`src/rtl/instruction_fetch_unit.sv`:
```
// instruction_fetch_unit
//   Program-counter and fetch stage feeding the single-cycle riscv_cpu datapath.
//   A four-state FSM (FETCH -> RESP -> HOLD -> FETCH, or HOLD -> HALT) issues
//   one instruction-memory read per instruction. It captures the returned word
//   and holds it under a valid/ready handshake. On acceptance it advances the PC
//   to either pc+4 or the branch target pc+(imm<<1).
//
// Ports
//   clk          in   clock, all state changes on the rising edge
//   reset        in   synchronous active-high reset
//   address      out  instruction-memory word address, pc[ADDR_WIDTH+1:2]
//   mem_read     out  read strobe, high while in FETCH
//   mem_data     in   read data, valid the cycle after mem_read
//   instruction  out  held instruction word
//   pc           out  PC of the held or in-flight instruction
//   inst_valid   out  instruction is valid for the datapath (HOLD)
//   inst_ready   in   datapath accepts instruction this cycle
//   branch       in   branch control of the accepted instruction
//   zero         in   ALU zero flag of the accepted instruction
//   imm          in   immediate of the accepted instruction
//   misaligned   out  sticky: a computed next PC was not word aligned
module instruction_fetch_unit #(
  parameter logic [63:0] RESET_PC   = 64'h0,
  parameter int          ADDR_WIDTH = 10
) (
  input  logic                  clk,
  input  logic                  reset,
  output logic [ADDR_WIDTH-1:0] address,
  output logic                  mem_read,
  input  logic [63:0]           mem_data,
  output logic [63:0]           instruction,
  output logic [63:0]           pc,
  output logic                  inst_valid,
  input  logic                  inst_ready,
  input  logic                  branch,
  input  logic                  zero,
  input  logic [63:0]           imm,
  output logic                  misaligned
);

  typedef enum logic [1:0] {FETCH, RESP, HOLD, HALT} state_t;

  state_t      state;
  logic [63:0] next_pc;

  // Next-PC arithmetic is plain modulo-2^64 addition. The immediate is treated
  // as signed and shifted left by one, so imm[63] falls off the top.
  function automatic logic [63:0] calc_next_pc(input logic [63:0] cur,
                                               input logic        take,
                                               input logic [63:0] off);
    logic signed [63:0] offset;
    offset = $signed(off) <<< 1;
    calc_next_pc = take ? (cur + offset) : (cur + 64'd4);
  endfunction

  // Address is a pure slice of the PC. It wraps silently past the end of the
  // instruction memory.
  assign address = pc[ADDR_WIDTH+1:2];

  always_comb begin
    next_pc = calc_next_pc(pc, branch & zero, imm);
  end

  // mem_read and inst_valid are registered alongside the state so that they
  // are pure decodes of the current state, independent of inst_ready.
  always_ff @(posedge clk) begin
    if (reset) begin
      state       <= FETCH;
      pc          <= RESET_PC;
      instruction <= 64'd0;
      inst_valid  <= 1'b0;
      mem_read    <= 1'b1;
      misaligned  <= 1'b0;
    end else begin
      case (state)
        FETCH: begin
          state    <= RESP;
          mem_read <= 1'b0;
        end
        RESP: begin
          instruction <= mem_data;
          inst_valid  <= 1'b1;
          state       <= HOLD;
        end
        HOLD: begin
          if (inst_ready) begin
            inst_valid <= 1'b0;
            if (next_pc[1:0] == 2'b00) begin
              pc       <= next_pc;
              mem_read <= 1'b1;
              state    <= FETCH;
            end else begin
              // Leave pc on the offending instruction so it can be inspected.
              misaligned <= 1'b1;
              state      <= HALT;
            end
          end
        end
        HALT: begin
          state <= HALT;
        end
      endcase
    end
  end

endmodule

```
`config.mk`:
```
export PLATFORM = sky130hd
export DESIGN_NAME = instruction_fetch_unit
export DESIGN_NICKNAME = d
export VERILOG_FILES = /design/src/rtl/instruction_fetch_unit.sv
export SDC_FILE = /design/constraint.sdc
export NUM_CORES = 1
export LEC_CHECK = 0
export CORE_ASPECT_RATIO = 1.1
export CORE_UTILIZATION = 30
export CTS_CLUSTER_DIAMETER = 50
export DETAILED_ROUTE_END_ITERATION = 8
export HOLD_SLACK_MARGIN = 0.02
export PLACE_DENSITY = 0.62
export SLEW_MARGIN = 20
export SYNTH_ARGS = -nofsm -noshare
export SYNTH_HDL_FRONTEND = slang
export SYNTH_SLANG_ARGS = --single-unit
```
`constraint.sdc`:
```
create_clock -name clk -period 3.2 [get_ports clk]
set_input_delay 0.32 -clock clk [delete_from_list [all_inputs] [get_ports clk]]
set_output_delay 0.32 -clock clk [all_outputs]
set_load 0.05 [all_outputs]
```
==> results by group, run 1 <==
Logic synthesis
  – Syn_area_per_cell: 7.06 um2
  – Yosys reg bits: 132
  – Cells after Synth: 1464
  – Post-synth EDFFs: 0
  – Distinct cells, synth: 90
  – Mapped Nets: 1661
  – Asr flop ratio synth: 0%
  – Prevailing post-synth register cell: dfxtp_1
  – Sequential area share after synthesis: 25.6%
  – Leading cell type by number of instances after synthesis: nand2_1
  – Number of synthesis warnings: 0
  – Post-synth top area cell: dfxtp_1
  – Synth Cell Area: 10300 um2
  – Share of the synthesized area in the top cell type: 25.6%
  – Top post-synthesis cells by area: dfxtp_1 26%, a21oi_1 11%, nand2_1 8.4%, ha_1 7.6%, o21ai_0 4.8%
  – Commonest cells in the netlist: 232 x nand2_1, 226 x a21oi_1, 132 x dfxtp_1

Setup path
  – Critical path class: reg2reg
  – Reg2Reg Depth: 13
  – Worst r2r dst: pc[63]
  – Worst Setup EP: pc[63]
  – Arrival @ worst endpoint: 3.36 ns
  – Worst EP required: 3.52 ns
  – Setup crit start: pc[1]
  – CP max FO: 4
  – Crit end category: flip-flop
  – Reg2Reg Launch Point: pc[1]
  – Startpoint Class: flip-flop
  – Reg2reg setup slack: 0.16 ns

GRT
  – Largest net degree at the start of global routing: 126
  – GRT Util Overall: 24.4%
  – First-pass GRT wire length: 66700 um
  – Vias in the first global route: 12500
  – Gr ovfl total: 0
  – Initial antenna violation count: 1

Placed design
  – I/O Buffers: 271
  – Dpl hpwl: 32400 um
  – Worst slack at placement: -0.456 ns
  – GP Congestion: 0.954

Floorplanning
  – Core area: 33500 um2
  – Initial Util: 30.8%
  – Die ar.: 35200 um2
  – IO Pins: 274
  – Die Y: 197 um
  – Die W: 179 um
  – Floorplan row count: 70

STA
  – Worst-Margin Slew: 0.783 ns
  – RSZ-0062 raised after global routing: false
  – Slew headroom: 47.8%
  – Worst hold slack: 0.424 ns
  – Post-route clock period utilization: 94.9%
  – Crit path time final: 3.04 ns
  – Achievable frequency: 0.329 GHz
  – Final hold violations: 0
  – Fin. max-slew vios: 0
  – Final setup margin: 0.162 ns
  – Final setup viols: 0
  – Clk_skew: 0.00975 ns

Clocking
  – Num CTS Buffers: 17
  – Clock tree sinks: 132
  – TritonCTS clock tree: built
  – CTS root buf: clkbuf_16
  – H-tree levels: 4
  – Clock Latency Late Sink: 0.44 ns
  – Hold buffers post-CTS: 0
  – Clock transition at the registers of the reported paths: 0.07 ns
  – Max clock buf depth: 2

Final layout
  – NumNets Final: 2031
  – Core Util, Final: 45.6%
  – Share of layout cells above drive strength 1: 14.5%
  – Synthesis-to-finish area growth: 48.1%

Drt
  – Vias: 12600
  – DRC Markers: 0
  – ANT nets after route: 0
  – Total Wirelength: 42800 um
  – Drt pass-1 iters: 6
  – DR iter-0 viols: 845
  – Avg Vias per Cell: 5.51
  – Drt wl/cell: 18.8 um

Run
  – Max Cap Viol: 0

Pwr
  – Maximum vdd ir drop: 0.000372 V
  – Pwr dens: 356 nW/um2
  – P_leak: 5.89 nW

Min path
  – Hold crit path type: in2reg

Status
  – Outcome: complete, no violations
-- area by class of cell --
| cell class | count | area, um2 |
|---|---|---|
| Fill cell | 3360 | 18200 |
| Multi-Input combinational cell | 1196 | 7180 |
| Timing Repair Buffer | 454 | 4170 |
| Sequential cell | 132 | 2650 |
| Tap cell | 432 | 541 |
| Clock buffer | 17 | 425 |
| Clock inverter | 14 | 201 |
| Inverter | 33 | 124 |
| Antenna cell | 2 | 5.00 |
-- per-layer routing --
layer / GRT usage, % / vias up / part of all wire, %
met1: 29.0 / 5884 / 41
li1: - / 6067 / -
met4: 10.3 / 0 / 3.1
met5: 0 / - / 0
met3: 6.54 / 76 / 8.6
met2: 40.9 / 539 / 48
-- placed cells by master (no fill, tap or decap), types with 17 or more instances in the layout --
master           instances
nor3_1                  44
and3_1                  23
a31oi_1                 21
ha_1                    62
nand4_1                 35
nand3_1                 48
xnor2_1                 26
clkbuf_16               17
nand2_1                231
a21oi_1                226
xor2_1                  20
a211oi_1                21
dfxtp_1                130
buf_4                  177
o21ai_0                100
clkdlybuf4s50_1        269
inv_1                   33
nor2_1                 110
-- logic make-up after synthesis --
family | after synthesis | synth area share [%]
and+or+nand+nor | 563 | 25.8
DFF | 132 | 25.6
other | 1 | 0.0363
AOI/OAI and AO/OA | 513 | 30.4
xor gates and xnor gates | 46 | 3.90
muxes | 9 | 0.920
adders and majority gates | 64 | 7.82
buffers and inverters | 136 | 5.61
-- repair_timing --
action | in CTS | in global routing
pin swaps | 1 | 5
resized for setup | 1 | 10
endpoints found under the setup margin | 3 | 20
setup buffers | 0 | 1
-- critical path, cell delays in order (launching register included) --
cell,delay (ns)
dfxtp_2,0.35
ha_4,0.15
inv_1,0.05
fa_2,0.33
and2b_2,0.26
o2111ai_4,0.13
a2111oi_4,0.31
buf_4,0.19
o311ai_1,0.11
o211a_1,0.29
a21oi_2,0.17
mux2i_1,0.19
a21oi_1,0.08
mux2_1,0.31
-- how the worst min path moves through the flow --
stage | from | to | depth (start not counted)
floorplan | mem_data[0] | instruction[0] | 2
detailed placement | misaligned | misaligned | 2
global placement | misaligned | misaligned | 2
CTS | mem_data[61] | instruction[61] | 3
finish | reset | pc[45] | 3
global route | mem_data[62] | instruction[62] | 3
-- state kept, by name, summed over array words and instances, names as in the netlist --
signal / cells
instruction: 64
misaligned: 1
mem_read: 1
pc: 63
state: 2
inst_valid: 1
-- power by group --
part | total, W | leakage (nW) | switching [W] | internal (W)
Combinational | 0.00145 | 4.52 | 0.000865 | 0.000580
Clock | 0.00221 | 0.300 | 0.000900 | 0.00131
Sequential | 0.00179 | 1.07 | 0.0000597 | 0.00173
-- per-stage QoR --
stage          setup TNS [ns]  area, um2  cells  power, W
2_1_floorplan               0      10300   1464   0.00263
3_3_place_gp            -6.93      14600   2246   0.00324
3_5_place_dp            -8.05      14600   2246   0.00325
4_1_cts                     0      15200   2277   0.00548
5_1_grt                     0      15300   2278   0.00567
6_report                    0      15300   2280   0.00544
(Power assumes the default switching activity.)
==> run 2, diff against run 1 <==
Settings changed: SKIP_CTS_REPAIR_TIMING from default to 1.
==> run 2 against run 1 <==
Sequential power about the same. Via count up 0.18%. First-iteration DRC count down 7.8%. Clock skew about the same. Die area unchanged. Sequential share of layout area about the same. Power up 0.12%. Register-to-register slack worse by 0.03 ns. Global-route usage unchanged. Non-clock buffer count unchanged. Critical path type unchanged. Critical endpoint unchanged. Largest cell class unchanged.
==> results by group, run 2 (synthesis gave the netlist of run 1 again) <==
Setup path
  – Reg2reg setup slack: 0.13 ns (was 0.16 ns)
  – Worst-path cell chain: ha_4 > inv_1 > fa_1 > and2b_2 > o2111ai_4 > a2111oi_4 > buf_4 > o311ai_1 > o211a_1 > a21oi_2 > mux2i_1 > a21oi_1 > mux2_1 (was ha_4 > inv_1 > fa_2 > and2b_2 > o2111ai_4 > a2111oi_4 > buf_4 > o311ai_1 > o211a_1 > a21oi_2 > mux2i_1 > a21oi_1 > mux2_1)
  – Slowest Stage Delay on Critical Path: 0.38 ns (was 0.35 ns)
  – Reg2Reg Launch Point: pc[1] (unchanged)
  – Reg2Reg Depth: 13 (unchanged)
  – Worst r2r dst: pc[63] (unchanged)
  – CP max stage cell: fa_1 (was dfxtp_2)
  – Worst Setup EP: pc[63] (unchanged)
  – Arrival @ worst endpoint: 3.39 ns (was 3.36 ns)
  – CP max FO: 4 (unchanged)
  – Critical path class: reg2reg (unchanged)
  – Setup crit start: pc[1] (unchanged)
  – Crit end category: flip-flop (unchanged)
  – Startpoint Class: flip-flop (unchanged)
  – Worst EP required: 3.52 ns (about the same)

GRT
  – Met2 usage: 40.9% (unchanged)
  – Gr ovfl total: 0 (unchanged)
  – Largest net degree at the start of global routing: 126 (unchanged)
  – First-pass GRT wire length: 66700 um (unchanged)
  – Initial antenna violation count: 1 (unchanged)
  – GRT Util Overall: 24.4% (unchanged)
  – Busiest grt layer: met2 (unchanged)
  – Vias in the first global route: 12500 (unchanged)
  – M1 GR Usage: 29.0% (unchanged)
  – Met3 usage: 6.54% (unchanged)

Drt
  – Avg Vias per Cell: 5.52 (was 5.51)
  – Drt wl/cell: 18.8 um (about the same)
  – DRC Markers: 0 (unchanged)
  – Drt pass-1 iters: 5 (was 6)
  – Total Wirelength: 42800 um (about the same)
  – Vias: 12600 (about the same)
  – ANT nets after route: 0 (unchanged)
  – DR iter-0 viols: 779 (was 845)

Clocking
  – Num CTS Buffers: 17 (unchanged)
  – Clock transition at the registers of the reported paths: 0.07 ns (about the same)
  – Clock tree sinks: 132 (unchanged)
  – TritonCTS clock tree: built (unchanged)
  – Max clock buf depth: 2 (unchanged)
  – Clock Latency Late Sink: 0.43 ns (was 0.44 ns)
  – H-tree levels: 4 (unchanged)
  – CTS root buf: clkbuf_16 (unchanged)

STA
  – Achievable frequency: 0.326 GHz (was 0.329 GHz)
  – Crit path time final: 3.07 ns (was 3.04 ns)
  – Setup_tns: 0 ns (unchanged)
  – Clk_skew: 0.00949 ns (was 0.00975 ns)
  – Final hold violations: 0 (unchanged)
  – Post-route clock period utilization: 95.9% (was 94.9%)
  – Slew headroom: 47.6% (was 47.8%)
  – Final setup viols: 0 (unchanged)
  – Fin. max-slew vios: 0 (unchanged)
  – Worst hold slack: 0.426 ns (was 0.424 ns)
  – Worst-Margin Slew: 0.785 ns (was 0.783 ns)

Floorplanning
  – Die W: 179 um (unchanged)
  – Die ar.: 35200 um2 (unchanged)
  – IO Pins: 274 (unchanged)
  – Floorplan row count: 70 (unchanged)
  – Core area: 33500 um2 (unchanged)
  – Die Y: 197 um (unchanged)
  – Initial Util: 30.8% (unchanged)

Pwr
  – Total power: 0.00545 W (was 0.00544 W)
  – P_leak: 5.89 nW (about the same)
  – Maximum vdd ir drop: 0.000371 V (was 0.000372 V)
  – Pwr dens: 356 nW/um2 (about the same)

Final layout
  – Max reg flops: 64 (unchanged)
  – Post-Layout Inst Area: 15300 um2 (about the same)
  – Share of layout cells above drive strength 1: 14.4% (was 14.5%)
  – Top flop regs: instruction: 64 flops, pc: 63 flops, state: 2 flops (unchanged)
  – NumNets Final: 2031 (unchanged)
  – Synthesis-to-finish area growth: 48.0% (was 48.1%)
  – Commonest cells after routing, fill and taps aside: 269 x clkdlybuf4s50_1, 231 x nand2_1, 226 x a21oi_1, 177 x buf_4, 130 x dfxtp_1 (unchanged)
  – Most flop-heavy register: instruction (unchanged)
  – Filler cells: 3359 (was 3360)
  – Most common cell after layout, fill and taps aside: clkdlybuf4s50_1 (unchanged)

Status
  – Outcome: complete, no violations (unchanged)

Run
  – Max Cap Viol: 0 (unchanged)

Placed design
  – GP Congestion: 0.954 (unchanged)
  – Dpl hpwl: 32400 um (unchanged)
  – I/O Buffers: 271 (unchanged)
  – Placed instance area: 14600 um2 (unchanged)

Min path
  – Hold crit path type: in2reg (unchanged)
==> run 2: cell type report <==
cell class                 instances  area [um2]  share of cell area, %
sequential                       132        2650                   17.3
antenna                            2        5.00                 0.0327
tap                              432         541                   3.53
clock buffer                      17         425                   2.78
multi-input combinational       1196        7180                   46.9
timing repair buffer             454        4170                   27.3
clock inverter                    14         201                   1.32
inverter                          33         124                  0.810
==> run 2: where the power goes <==
part           switching, W  total, W  internal (W)
registers         0.0000595   0.00179       0.00173
clock network      0.000905   0.00222       0.00131
logic              0.000866   0.00145      0.000580
total               0.00183   0.00545       0.00362
==> run 2: worst max-delay path, delay by kind of cell, from the launching register on <==
family                     cells  cell delay, ns
adders and majority gates      2            0.52
DFF                            1            0.36
AOI/OAI and AO/OA              6            1.07
muxes                          2            0.50
buffers and inverters          2            0.23
and+or+nand+nor                1            0.26
==> run 2: worst min path at each step <==
stage               slack, ns          from  depth (start not counted)               to
global route             0.42  mem_data[62]                          3  instruction[62]
floorplan                0.46   mem_data[0]                          2   instruction[0]
finish                   0.43  mem_data[36]                          3  instruction[36]
detailed placement       0.44    misaligned                          2       misaligned
global placement         0.44    misaligned                          2       misaligned
CTS                      0.40  mem_data[61]                          3  instruction[61]
==> run 2: stage by stage <==
step	util (%)	std cells	setup slack (ns)
2_1_floorplan	-	1464	0.0633
3_3_place_gp	43.5	2246	-0.417
3_5_place_dp	43.5	2246	-0.456
4_1_cts	45.4	2277	-0.0137
5_1_grt	45.6	2278	-0.00769
6_report	45.6	2280	0.131
==> run 2: per-layer routing <==
layer,up-vias,wire [um]
li1,6071,-
met1,5842,17300
met2,594,20100
met3,82,3900
met4,0,1390
met5,-,0
